## src/rtl/clk_period_mon.sv

```systemverilog
// Clock-quality monitor: measures high time and period of clk_in in clk cycles, checks tolerance, tracks lock/error/timeout.
// Optional build macro CLK_MON_SYNC_EN inserts a 2-flop synchronizer ahead of the sampling register.
module clk_period_mon #(
  parameter int unsigned EXP_HIGH = 5,
  parameter int unsigned EXP_LOW  = 5,
  parameter int unsigned TOL      = 1,
  parameter int unsigned LOCK_N   = 4,
  parameter int unsigned CNT_W    = 8,
  parameter int unsigned TIMEOUT  = 200
) (
  input  logic             clk,
  input  logic             rst,
  input  logic             clk_in,
  input  logic             err_clr,
  output logic [CNT_W-1:0] high_len,
  output logic [CNT_W-1:0] period,
  output logic             meas_valid,
  output logic             locked,
  output logic             err,
  output logic             timeout
);

  localparam int unsigned LOCK_W = $clog2(LOCK_N + 1);
  localparam logic [CNT_W-1:0]  EXP_H  = CNT_W'(EXP_HIGH);
  localparam logic [CNT_W-1:0]  EXP_L  = CNT_W'(EXP_LOW);
  localparam logic [CNT_W-1:0]  TOL_V  = CNT_W'(TOL);
  localparam logic [CNT_W-1:0]  TO_M1  = CNT_W'(TIMEOUT - 1);
  localparam logic [CNT_W-1:0]  ONE    = CNT_W'(1);
  localparam logic [LOCK_W-1:0] LOCK_V = LOCK_W'(LOCK_N);

  typedef enum logic [1:0] {ST_IDLE, ST_HIGH, ST_LOW} state_t;

  state_t             r_state, w_next_state;
  logic               w_sample;
  logic               r_s, r_s_d;
  logic               w_rise, w_fall;
  logic [CNT_W-1:0]   r_hcnt, r_lcnt;
  logic [LOCK_W-1:0]  r_lock_cnt;
  logic [CNT_W-1:0]   r_high_len, r_period;
  logic               r_meas_valid, r_err, r_timeout;
  logic               w_publish, w_h_to, w_l_to, w_to_hit, w_good, w_bad;
  logic [CNT_W-1:0]   w_hdiff, w_ldiff;
  logic [CNT_W:0]     w_sum;
  logic [CNT_W-1:0]   w_period_sat;

`ifdef CLK_MON_SYNC_EN
  logic [1:0] r_sync;
  always_ff @(posedge clk or negedge rst) begin
    if (!rst) r_sync <= '0;
    else      r_sync <= {r_sync[0], clk_in};
  end
  assign w_sample = r_sync[1];
`else
  assign w_sample = clk_in;
`endif

  // NOTE: sequential state uses non-blocking assignments so every flop samples pre-edge values.
  always_ff @(posedge clk or negedge rst) begin
    if (!rst) begin
      r_s   <= 1'b0;
      r_s_d <= 1'b0;
    end else begin
      r_s   <= w_sample;
      r_s_d <= r_s;
    end
  end

  assign w_rise = r_s & ~r_s_d;
  assign w_fall = ~r_s & r_s_d;

  always_ff @(posedge clk or negedge rst) begin
    if (!rst) r_state <= ST_IDLE;
    else      r_state <= w_next_state;
  end

  // NOTE: default assignment first so no path through the case leaves the signal unassigned (latch).
  always_comb begin
    w_next_state = r_state;
    case (r_state)
      ST_IDLE: if (w_rise) w_next_state = ST_HIGH;
      ST_HIGH: if (w_h_to) w_next_state = ST_IDLE;
               else if (w_fall) w_next_state = ST_LOW;
      ST_LOW:  if (w_l_to) w_next_state = ST_IDLE;
               else if (w_rise) w_next_state = ST_HIGH;
      default: w_next_state = ST_IDLE;
    endcase
  end

  always_comb begin
    w_h_to    = (r_state == ST_HIGH) && r_s && (r_hcnt == TO_M1);
    w_l_to    = (r_state == ST_LOW) && !r_s && (r_lcnt == TO_M1);
    w_to_hit  = w_h_to | w_l_to;
    w_publish = (r_state == ST_LOW) && w_rise;
    w_hdiff   = (r_hcnt >= EXP_H) ? (r_hcnt - EXP_H) : (EXP_H - r_hcnt);
    w_ldiff   = (r_lcnt >= EXP_L) ? (r_lcnt - EXP_L) : (EXP_L - r_lcnt);
    w_good    = (w_hdiff <= TOL_V) && (w_ldiff <= TOL_V);
    w_bad     = w_publish && !w_good;
    w_sum     = {1'b0, r_hcnt} + {1'b0, r_lcnt};
    w_period_sat = w_sum[CNT_W] ? '1 : w_sum[CNT_W-1:0];
  end

  // The rise and fall cycles themselves count toward the phase they start.
  always_ff @(posedge clk or negedge rst) begin
    if (!rst) begin
      r_hcnt <= '0;
      r_lcnt <= '0;
    end else begin
      case (r_state)
        ST_IDLE: begin
          r_hcnt <= w_rise ? ONE : '0;
          r_lcnt <= '0;
        end
        ST_HIGH: begin
          if (w_h_to) begin
            r_hcnt <= '0;
            r_lcnt <= '0;
          end else if (r_s) r_hcnt <= r_hcnt + ONE;
          else              r_lcnt <= r_lcnt + ONE;
        end
        ST_LOW: begin
          if (w_rise) begin
            r_hcnt <= ONE;
            r_lcnt <= '0;
          end else if (w_l_to) begin
            r_hcnt <= '0;
            r_lcnt <= '0;
          end else r_lcnt <= r_lcnt + ONE;
        end
        default: begin
          r_hcnt <= '0;
          r_lcnt <= '0;
        end
      endcase
    end
  end

  always_ff @(posedge clk or negedge rst) begin
    if (!rst) begin
      r_high_len   <= '0;
      r_period     <= '0;
      r_meas_valid <= 1'b0;
      r_timeout    <= 1'b0;
      r_lock_cnt   <= '0;
      r_err        <= 1'b0;
    end else begin
      r_meas_valid <= w_publish;
      r_timeout    <= w_to_hit;
      if (w_publish) begin
        r_high_len <= r_hcnt;
        r_period   <= w_period_sat;
      end
      if (w_to_hit || w_bad)                 r_lock_cnt <= '0;
      else if (w_publish && r_lock_cnt != LOCK_V) r_lock_cnt <= r_lock_cnt + 1'b1;
      // A new error outranks a coincident clear.
      if (w_to_hit || w_bad) r_err <= 1'b1;
      else if (err_clr)      r_err <= 1'b0;
    end
  end

  assign high_len   = r_high_len;
  assign period     = r_period;
  assign meas_valid = r_meas_valid;
  assign timeout    = r_timeout;
  assign err        = r_err;
  assign locked     = (r_lock_cnt == LOCK_V);

endmodule

```

## config.mk

```make
export PLATFORM = sky130hd
export DESIGN_NAME = clk_period_mon
export DESIGN_NICKNAME = d
export VERILOG_FILES = /design/src/rtl/clk_period_mon.sv
export SDC_FILE = /design/constraint.sdc
export NUM_CORES = 1
export LEC_CHECK = 0
export BUFFER_PORTS_ARGS = -buffer_cell sky130_fd_sc_hd__buf_2
export CORE_MARGIN = 2
export CORE_UTILIZATION = 48
export CTS_CLUSTER_SIZE = 24
export DETAILED_ROUTE_END_ITERATION = 8
export PLACE_DENSITY_LB_ADDON = 0.08
export SLEW_MARGIN = 0
export SYNTH_ARGS = -nofsm -noshare
export SYNTH_HDL_FRONTEND = slang
export SYNTH_SLANG_ARGS = --single-unit
```

## constraint.sdc

```tcl
create_clock -name clk -period 2.35 [get_ports clk]
set_input_delay 0.47 -clock clk [delete_from_list [all_inputs] [get_ports clk]]
set_output_delay 0.47 -clock clk [all_outputs]
set_load 0.02 [all_outputs]
```

### After elaboration in Yosys (flattened, before gate mapping)

Index checks and enable logic that the tools add are counted.

* word-level logic and storage cells: 76
* register bits: 42
* output and inout bits: 20

* muxes and demuxes: 23
* add/subtract/negate cells: 8
* equal/unequal tests: 10
* $lt $le $gt $ge: 4
* reductions and logical operators: 15
* bitwise logic cells: 5

Operator list (number)
* $mux W8: 11
* $pmux W8 S3: 1
* $add A8 B1 Y8 const B: 2
* $eq A8 B8 Y1 const B: 2
* $ge A8 B3 Y1 const B: 2
* $le A8 B1 Y1 const B: 2
* $pmux W8 S2: 1
* $sub A3 B8 Y8 const A: 2
* $sub A8 B3 Y8 const B: 2
* $ne A3 B3 Y1 const B: 5
* $add A8 B8 Y9: 1
* $logic_and A1 B1 Y1: 8
* $mux W2: 4
* $mux W3: 2
* $pmux W2 S3: 1
* $reduce_bool A2 Y1: 2
* $add A3 B1 Y3 const B: 1
* $eq A3 B3 Y1 const B: 1
* $mux W1: 3
* $and A1 B1 Y1: 2
* $eq A2 B1 Y1 const B: 1
* $eq A2 B2 Y1 const B: 1
* $logic_not A1 Y1: 2
* $logic_not A2 Y1: 1
* 4 further kinds: 5

### Depth between registers and ports, before layout

Gate-level depths: netlist of run 1.

* word-level depth: 8
* gate-level depth with buffers: 10

### Least setup slack after synthesis of run 1

OpenSTA, ideal clock, no wires.

* kind: reg2reg
* start point: reg r_hcnt[5]
* end point: reg r_lock_cnt[0]
* period minus slack after synthesis: 2.465 ns
* data arrival time: 2.401 ns
* path slack: -0.115 ns
* stages on the path, launching flop included: 9
* data required time: 2.285 ns
* path through: dfrtp_1 buf_6 or4_4 a2111oi_4 mux2i_1 xnor2_1 nand4_1 a2111oi_1 a21o_1

* cells in the longest elaborated chain, start to end: 8
* elaborated cells on any way between the ends: 14

RTL lines
* start, declared: RTL line 37 `logic [CNT_W-1:0] r_hcnt, r_lcnt;`
* start signal, assigned: RTL line 110 `r_hcnt <= w_rise ? ONE : '0;`
* start signal, assigned: RTL line 117 `end else if (r_s) r_hcnt <= r_hcnt + ONE;`
* $sub A3 B8 Y8 (tied with other cells): RTL line 94 `w_hdiff = (r_hcnt >= EXP_H) ? (r_hcnt - EXP_H) : (EXP_H - r_hcnt);`
* $mux W8: RTL line 94
* $le A8 B1 Y1: RTL line 96 `w_good = (w_hdiff <= TOL_V) && (w_ldiff <= TOL_V);`
* $logic_and A1 B1 Y1: RTL line 96
* $logic_not A1 Y1: RTL line 97 `w_bad = w_publish && !w_good;`
* $logic_and A1 B1 Y1: RTL line 97
* $logic_or A1 B1 Y1 *: RTL line 152 `if (w_to_hit || w_bad) r_lock_cnt <= '0;`
* $mux W3 or $reduce_bool A2 Y1 (tied branches)
* end signal, assigned: RTL line 153 `else if (w_publish && r_lock_cnt != LOCK_V) r_lock_cnt <= r_lock_cnt + 1'b1;`
* end, declared: RTL line 38 `logic [LOCK_W-1:0] r_lock_cnt;`

Every way passes the cells marked *; elsewhere a longest branch is shown, timed or not.
A chain may end at the register's enable or synchronous reset.

### Final worst setup path of run 1

* start point: reg r_hcnt[0]
* end point: reg r_lock_cnt[0]

The elaborated chain is that of the path after synthesis.

==> results.ini, run 1 <==
[status]
status=complete, but fails checks
violations=setup timing

[synth]
ys_ff_latch=42
yosys.area.top_type=dfrtp_1
yosys_warnings=0
postSynthCellCount=331
synth_edf_count=0
async_reset_ff_frac=1.000
yosys-top-cells-count=nand2_1, dfrtp_1, o21ai_0
yosysTopAreaCellShare=0.3605
synthDistinctLibCells=48
synth.most_common_cell=nand2_1
synthAdderAreaFrac=0.1185
synth_top_family_by_area=compound AO/OA/AOI/OAI gates
synth_compound_area_frac=0.2232
synth.top_cells.by_area=dfrtp_1, ha_1, nand2_1
synth_nets=362
avgSynthCellArea_um2=8.808
synthXorXnorAreaFrac=0.03004
syn_area_um2=2915
synth_ff_type=dfrtp_1
synth-simple-area-share=0.2060
ys_seq_area_frac=0.3605
synth.area.mux_share=0.01760

[timing]
worst_slack_ns=-0.04288
drv_slew=0
setup_viol=2
period_minus_slack_ns=2.393
timing.final.crit_share=1.018
finalHoldViolCount=0
tightestPinTransition_ns=0.6112
grt_setup_unrepaired=true
fin_skew_ns=0.006334
slew_headroom=0.5925
clock.fmax_ghz=0.4179

[global_routing]
grt_pass1_vias=2437
grt_first_pass_wirelength_um=11650
grt_max_degree=28
grtUsageTotal=0.2288
antenna_found_initial=0
grt-ovfl-total=0

[floorplan]
die_h_um=81.93
boundaryPins=24
die_w_um=81.93
die-area_um2=6713
fp.coreArea_um2=5886
start_util=0.4953
rows=28

[detailed_routing]
num_vias=2595
ant_nets=0
wl_met1_um=3379
drtPass1Iterations=5
drtIter0Drc=140
wl_per_cell_um=15.35
drt-total-wl_um=7216
via_per_inst=5.521
dr_wl_met2_um=3462
wl_met3_um=307
drcViolationCount=0
maxUsedRoutingLayer=met4

[power_and_ir_drop]
cellLeakagePower_nw=1.788
ir_drop_v=0.0004806
pwr_density_cell_nw_per_um2=774.5

[placed_design]
place_congestion=0.8778
placed_area_um2=3376
place.port_buffers=23
dp_slack_ns=-0.09191
dpl.hpwl_um=5270

[clock_network]
path_clk_slew_ns=0.08
numCtsBuffers=5
htreeDepth=2
cts_max_path_buffers=2
clock_latency_ns=0.30
cts_sinks=42
tritoncts=yes
root_buffer=clkbuf_8

[cells_and_area]
area_delta_synth_final_pct=22.88
antenna_cells=0
seq_area_um2=1054
final_area_um2=3582
multiInputGateArea_um2=1804
n_fill_cell=521
final_nets=425
final_layout_size_suffix_gt1_frac=0.2658

[setup_path]
path_max_fanout=7
startpoint_type=register
crit_type=register to register
end_kind=register
crit_arrival_ns=2.64
required_ns=2.59
r2r_cells=9

[hold_path]
min_path_type=input port to asynchronous set/reset pin

[run]
max_cap_violations=0

placed cells by master, fill, tap and decap left out, types with 5 or more instances in the layout:
master,count
buf_4,48
nand2_1,46
dfrtp_1,40
o21ai_0,27
ha_1,25
nor2_1,23
buf_2,23
a21oi_1,17
inv_1,14
nor2b_1,12
xnor2_1,9
nand3_1,7
o22a_1,7
o31ai_1,6
clkbuf_8,6
nand2b_1,5
a211oi_1,5
state kept, by name (all words and copies together) (netlist names), 2 cells and up:
| register | count |
|---|---|
| r_lcnt | 8 |
| r_lock_cnt | 3 |
| period | 8 |
| high_len | 8 |
| r_hcnt | 8 |
| r_state | 2 |
stage by stage:
| stage | hold slack (ns) | power, W | setup TNS (ns) | utilization | cells |
|---|---|---|---|---|---|
| 5_1_grt | 0.2195 | 0.002970 | -0.8771 | 0.6086 | 470 |
| 2_1_floorplan | 0.1744 | 0.001710 | -0.05268 | - | 331 |
| 3_3_place_gp | 0.4519 | 0.002161 | -0.02407 | 0.5736 | 456 |
| 3_5_place_dp | 0.4570 | 0.002186 | -0.2908 | 0.5736 | 456 |
| 4_1_cts | 0.1929 | 0.002722 | -0.05763 | 0.5967 | 468 |
| 6_report | 0.1760 | 0.002774 | -0.06178 | 0.6086 | 470 |
area by class of cell:
cell class	count	area share
clock buffer	7	0.02410
clock inverter	1	0.001397
inverter	17	0.01781
multi-input combinational	257	0.5037
sequential	42	0.2941
tap	75	0.02620
timing repair buffer	71	0.1327
kinds of logic (layout without fill, tap and decap cells):
| kind of cell | Yosys count | after routing |
|---|---|---|
| buffers and inverters | 32 | 96 |
| and+or+nand+nor | 122 | 122 |
| xor gates and xnor gates | 10 | 10 |
| AOI/OAI and AO/OA | 93 | 93 |
| adders and majority gates | 27 | 27 |
| DFF | 42 | 42 |
| muxes | 5 | 5 |
path summary, 6_finish.rpt:
path                                  to   startpoint  slack (ns)
setup reg to reg           r_lock_cnt[0]    r_hcnt[0]       -0.04
hold / removal               high_len[0]          rst        0.18
max in group asynchronous      r_lcnt[7]          rst        1.52
setup / recovery           r_lock_cnt[0]    r_hcnt[0]       -0.04
hold reg to reg              high_len[2]  high_len[2]        0.47
min in group clk                     r_s       clk_in        0.28
per-layer routing:
layer | up-vias | track usage
li1 | 1294 | -
met1 | 1224 | 0.3006
met2 | 70 | 0.3862
met5 | - | 0
met3 | 7 | 0.03736
met4 | 0 | 0.06833
critical path: stages (launching register included):
cell and delay (ns):
dfrtp_2 0.48, inv_2 0.08, ha_1 0.18, nor2b_2 0.07
a2111oi_4 0.45, mux2i_1 0.29, xnor2_1 0.15, nand4_1 0.15
a2111oi_2 0.37, a21o_1 0.12
what timing repair did:
item                       CTS  global route
resized for setup            6            15
setup endpoints to repair   13            16
pin swaps                    2             2
hold buffers                 0             0
setup buffers                4             2
report_power, final:
group | internal, W | switching [W]
combinational | 0.000614 | 0.000708
clock | 0.000237 | 0.000253
sequential | 0.000852 | 0.000109
Power figures use the tool's default switching activity.
==> inputs of run 2 (changes only) <==
==> constraint.sdc (replaced) <==
create_clock -name clk -period 2.35 [get_ports clk]
set_input_delay 0.1175 -clock clk [delete_from_list [all_inputs] [get_ports clk]]
set_output_delay 0.1175 -clock clk [all_outputs]
set_load 0.02 [all_outputs]
==> run 2 against run 1 <==
  * Count of clock-buffer cells in the layout down 2
  * Clock skew shrank 0.0018 ns
  * The flow still finishes with violations (setup timing)
  * Maximum frequency grew 0.59%
  * Sequential power shrank 0.9%
==> results.ini, run 2 (synthesis results as in run 1) <==
[status]
status=complete, but fails checks  ; unchanged
violations=setup timing  ; unchanged

[global_routing]
antenna_found_initial=0  ; unchanged
grt_pass1_vias=2411  ; was 2437
grt_first_pass_wirelength_um=11310  ; was 11650 µm
grtUsageTotal=0.2219  ; was 0.2288
grt_max_degree=31  ; was 28
grt-ovfl-total=0  ; unchanged

[detailed_routing]
drtPass1Iterations=4  ; was 5
drt-total-wl_um=6955  ; was 7216 µm
drcViolationCount=0  ; unchanged
wl_per_cell_um=14.86  ; was 15.35 µm
num_vias=2596  ; was 2595
drtIter0Drc=91  ; was 140
dr_wl_met2_um=3228  ; was 3462 µm
via_per_inst=5.547  ; was 5.521
wl_met1_um=3245  ; was 3379 µm
wl_met3_um=272  ; was 307 µm
maxUsedRoutingLayer=met4  ; unchanged
ant_nets=0  ; unchanged

[setup_path]
crit_type=register to register  ; unchanged
crit_arrival_ns=2.62  ; was 2.64 ns
path_max_fanout=3  ; was 7
startpoint_type=register  ; unchanged
cp_slowest_stage_delay_ns=0.40  ; was 0.48 ns
crit_slowest_cell=dfrtp_1  ; was dfrtp_2
end_kind=register  ; unchanged
cp.buffers_inverters=1  ; unchanged
cpLargestDelayFamily=compound AO/OA/AOI/OAI gates  ; unchanged
required_ns=2.59  ; about the same
path_cells=buf_4, ha_1, and3_1, and4b_2, a32o_1, a211oi_1, nand4_1, a2111oi_2, a21o_1  ; was inv_2, ha_1, nor2b_2, a2111oi_4, mux2i_1, xnor2_1, nand4_1, a2111oi_2, a21o_1

[clock_network]
numCtsBuffers=5  ; unchanged
cts_sinks=42  ; unchanged
tritoncts=yes  ; unchanged
htreeDepth=2  ; unchanged
cts_max_path_buffers=2  ; unchanged
path_clk_slew_ns=0.08  ; about the same
clock_latency_ns=0.30  ; about the same
root_buffer=clkbuf_8  ; unchanged

[cells_and_area]
utilization=0.6112  ; was 0.6086
area_delta_synth_final_pct=23.39  ; was 22.88%
antenna_cells=0  ; unchanged
final_common_cell=nand2_1  ; was buf_4
final_layout_size_suffix_gt1_frac=0.2697  ; was 0.2658
seq_area_um2=1052  ; was 1054 µm²
final_nets=424  ; was 425
multiInputGateArea_um2=1836  ; was 1804 µm²
stdcell_count=468  ; was 470
n_fill_cell=547  ; was 521
mostFrequentLayoutCells=nand2_1, buf_4, dfrtp_1  ; was buf_4, nand2_1, dfrtp_1

[placed_design]
place.port_buffers=23  ; unchanged
place_congestion=0.8379  ; was 0.8778
dpl.hpwl_um=5168  ; was 5270 µm
dp_slack_ns=-0.1159  ; was -0.09191 ns
place_inst=456  ; unchanged

[floorplan]
start_util=0.4953  ; unchanged
die_h_um=81.93  ; unchanged
die-area_um2=6713  ; unchanged
fp.coreArea_um2=5886  ; unchanged
rows=28  ; unchanged
boundaryPins=24  ; unchanged
die_w_um=81.93  ; unchanged

[timing]
drv_slew=0  ; unchanged
slew_headroom=0.5546  ; was 0.5925
timing.final.crit_share=1.012  ; was 1.018
tightestPinTransition_ns=0.6681  ; was 0.6112 ns
setup_viol=2  ; unchanged
grt_setup_unrepaired=true  ; unchanged
period_minus_slack_ns=2.379  ; was 2.393 ns
finalHoldViolCount=0  ; unchanged
fin_skew_ns=0.004492  ; was 0.006334 ns
fin_setup_tns_ns=-0.04538  ; was -0.06178 ns
clock.fmax_ghz=0.4204  ; was 0.4179 GHz
worst_slack_ns=-0.02877  ; was -0.04288 ns

[power_and_ir_drop]
pwr_density_cell_nw_per_um2=756.6  ; was 774.5 nW/µm²
ir_drop_v=0.0005038  ; was 0.0004806 V
finalPower_w=0.002721  ; was 0.002774 W
cellLeakagePower_nw=1.780  ; was 1.788 nW

[hold_path]
min_path_type=input port to register  ; was input port to asynchronous set/reset pin

[run]
max_cap_violations=0  ; unchanged

==> run 2: cell count changes in the layout (fill, tap and decap cells not counted), moves of 2 or more <==
cell / before / now
o31ai_1: 6 / 3
o21ai_0: 27 / 24
buf_4: 48 / 45
o31ai_2: 1 / 3
dlygate4sd3_1: 0 / 2
o21ai_1: 3 / 6
==> run 2: what timing repair did <==
item | 4_1_cts | 5_1_grt
endpoints found under the hold margin | 30 | 0
resized for setup | 11 | 19
hold buffers | 2 | 0
setup endpoints to repair | 13 | 18
setup buffers | 2 | 1
pin swaps | 2 | 2
==> run 2: worst reg2reg max path, stage by stage (launching register included) <==
cell and delay [ns]:
dfrtp_1 0.40, buf_4 0.15, ha_1 0.19, and3_1 0.17, and4b_2 0.27, a32o_1 0.31
a211oi_1 0.18, nand4_1 0.18, a2111oi_2 0.36, a21o_1 0.12
==> run 2: worst paths after layout <==
check	from	endpoint	slack, ns	depth (start not counted)
worst max-delay path	r_hcnt[1]	r_lock_cnt[0]	-0.03	9
worst min-delay path	err_clr	err	0.02	2
max in group asynchronous	rst	r_lock_cnt[1]	1.33	3
min in group asynchronous	rst	r_hcnt[5]	0.39	2
worst min register to register	high_len[5]	high_len[5]	0.47	2
worst max register to register	r_hcnt[1]	r_lock_cnt[0]	-0.03	9
==> run 2: layout make-up <==
| cell class | count | share of cell area |
|---|---|---|
| sequential | 42 | 0.2925 |
| timing repair buffer | 70 | 0.1315 |
| multi-input combinational | 257 | 0.5103 |
| inverter | 17 | 0.01774 |
| clock buffer | 5 | 0.01913 |
| tap | 75 | 0.02609 |
| clock inverter | 2 | 0.002783 |
==> run 2: layer usage <==
layer	GRT usage	vias to the layer above
met5	0	-
met4	0.09333	0
met3	0.04066	17
met2	0.3667	57
met1	0.2840	1220
li1	-	1302
==> run 2: power breakdown <==
| group | internal, W | switching (W) | leakage (nW) |
|---|---|---|---|
| Combinational | 0.000607 | 0.000714 | 1.17 |
| Clock | 0.000200 | 0.000249 | 0.0438 |
| Sequential | 0.000851 | 0.000101 | 0.562 |
==> run 2: per-stage QoR <==
| stage | area (µm²) | hold WS (ns) |
|---|---|---|
| 6_report | 3597 | 0.01825 |
| 3_5_place_dp | 3376 | 0.1921 |
| 4_1_cts | 3528 | 0.01282 |
| 5_1_grt | 3597 | 0.01746 |
| 3_3_place_gp | 3376 | 0.1982 |
| 2_1_floorplan | 2918 | -0.1781 |
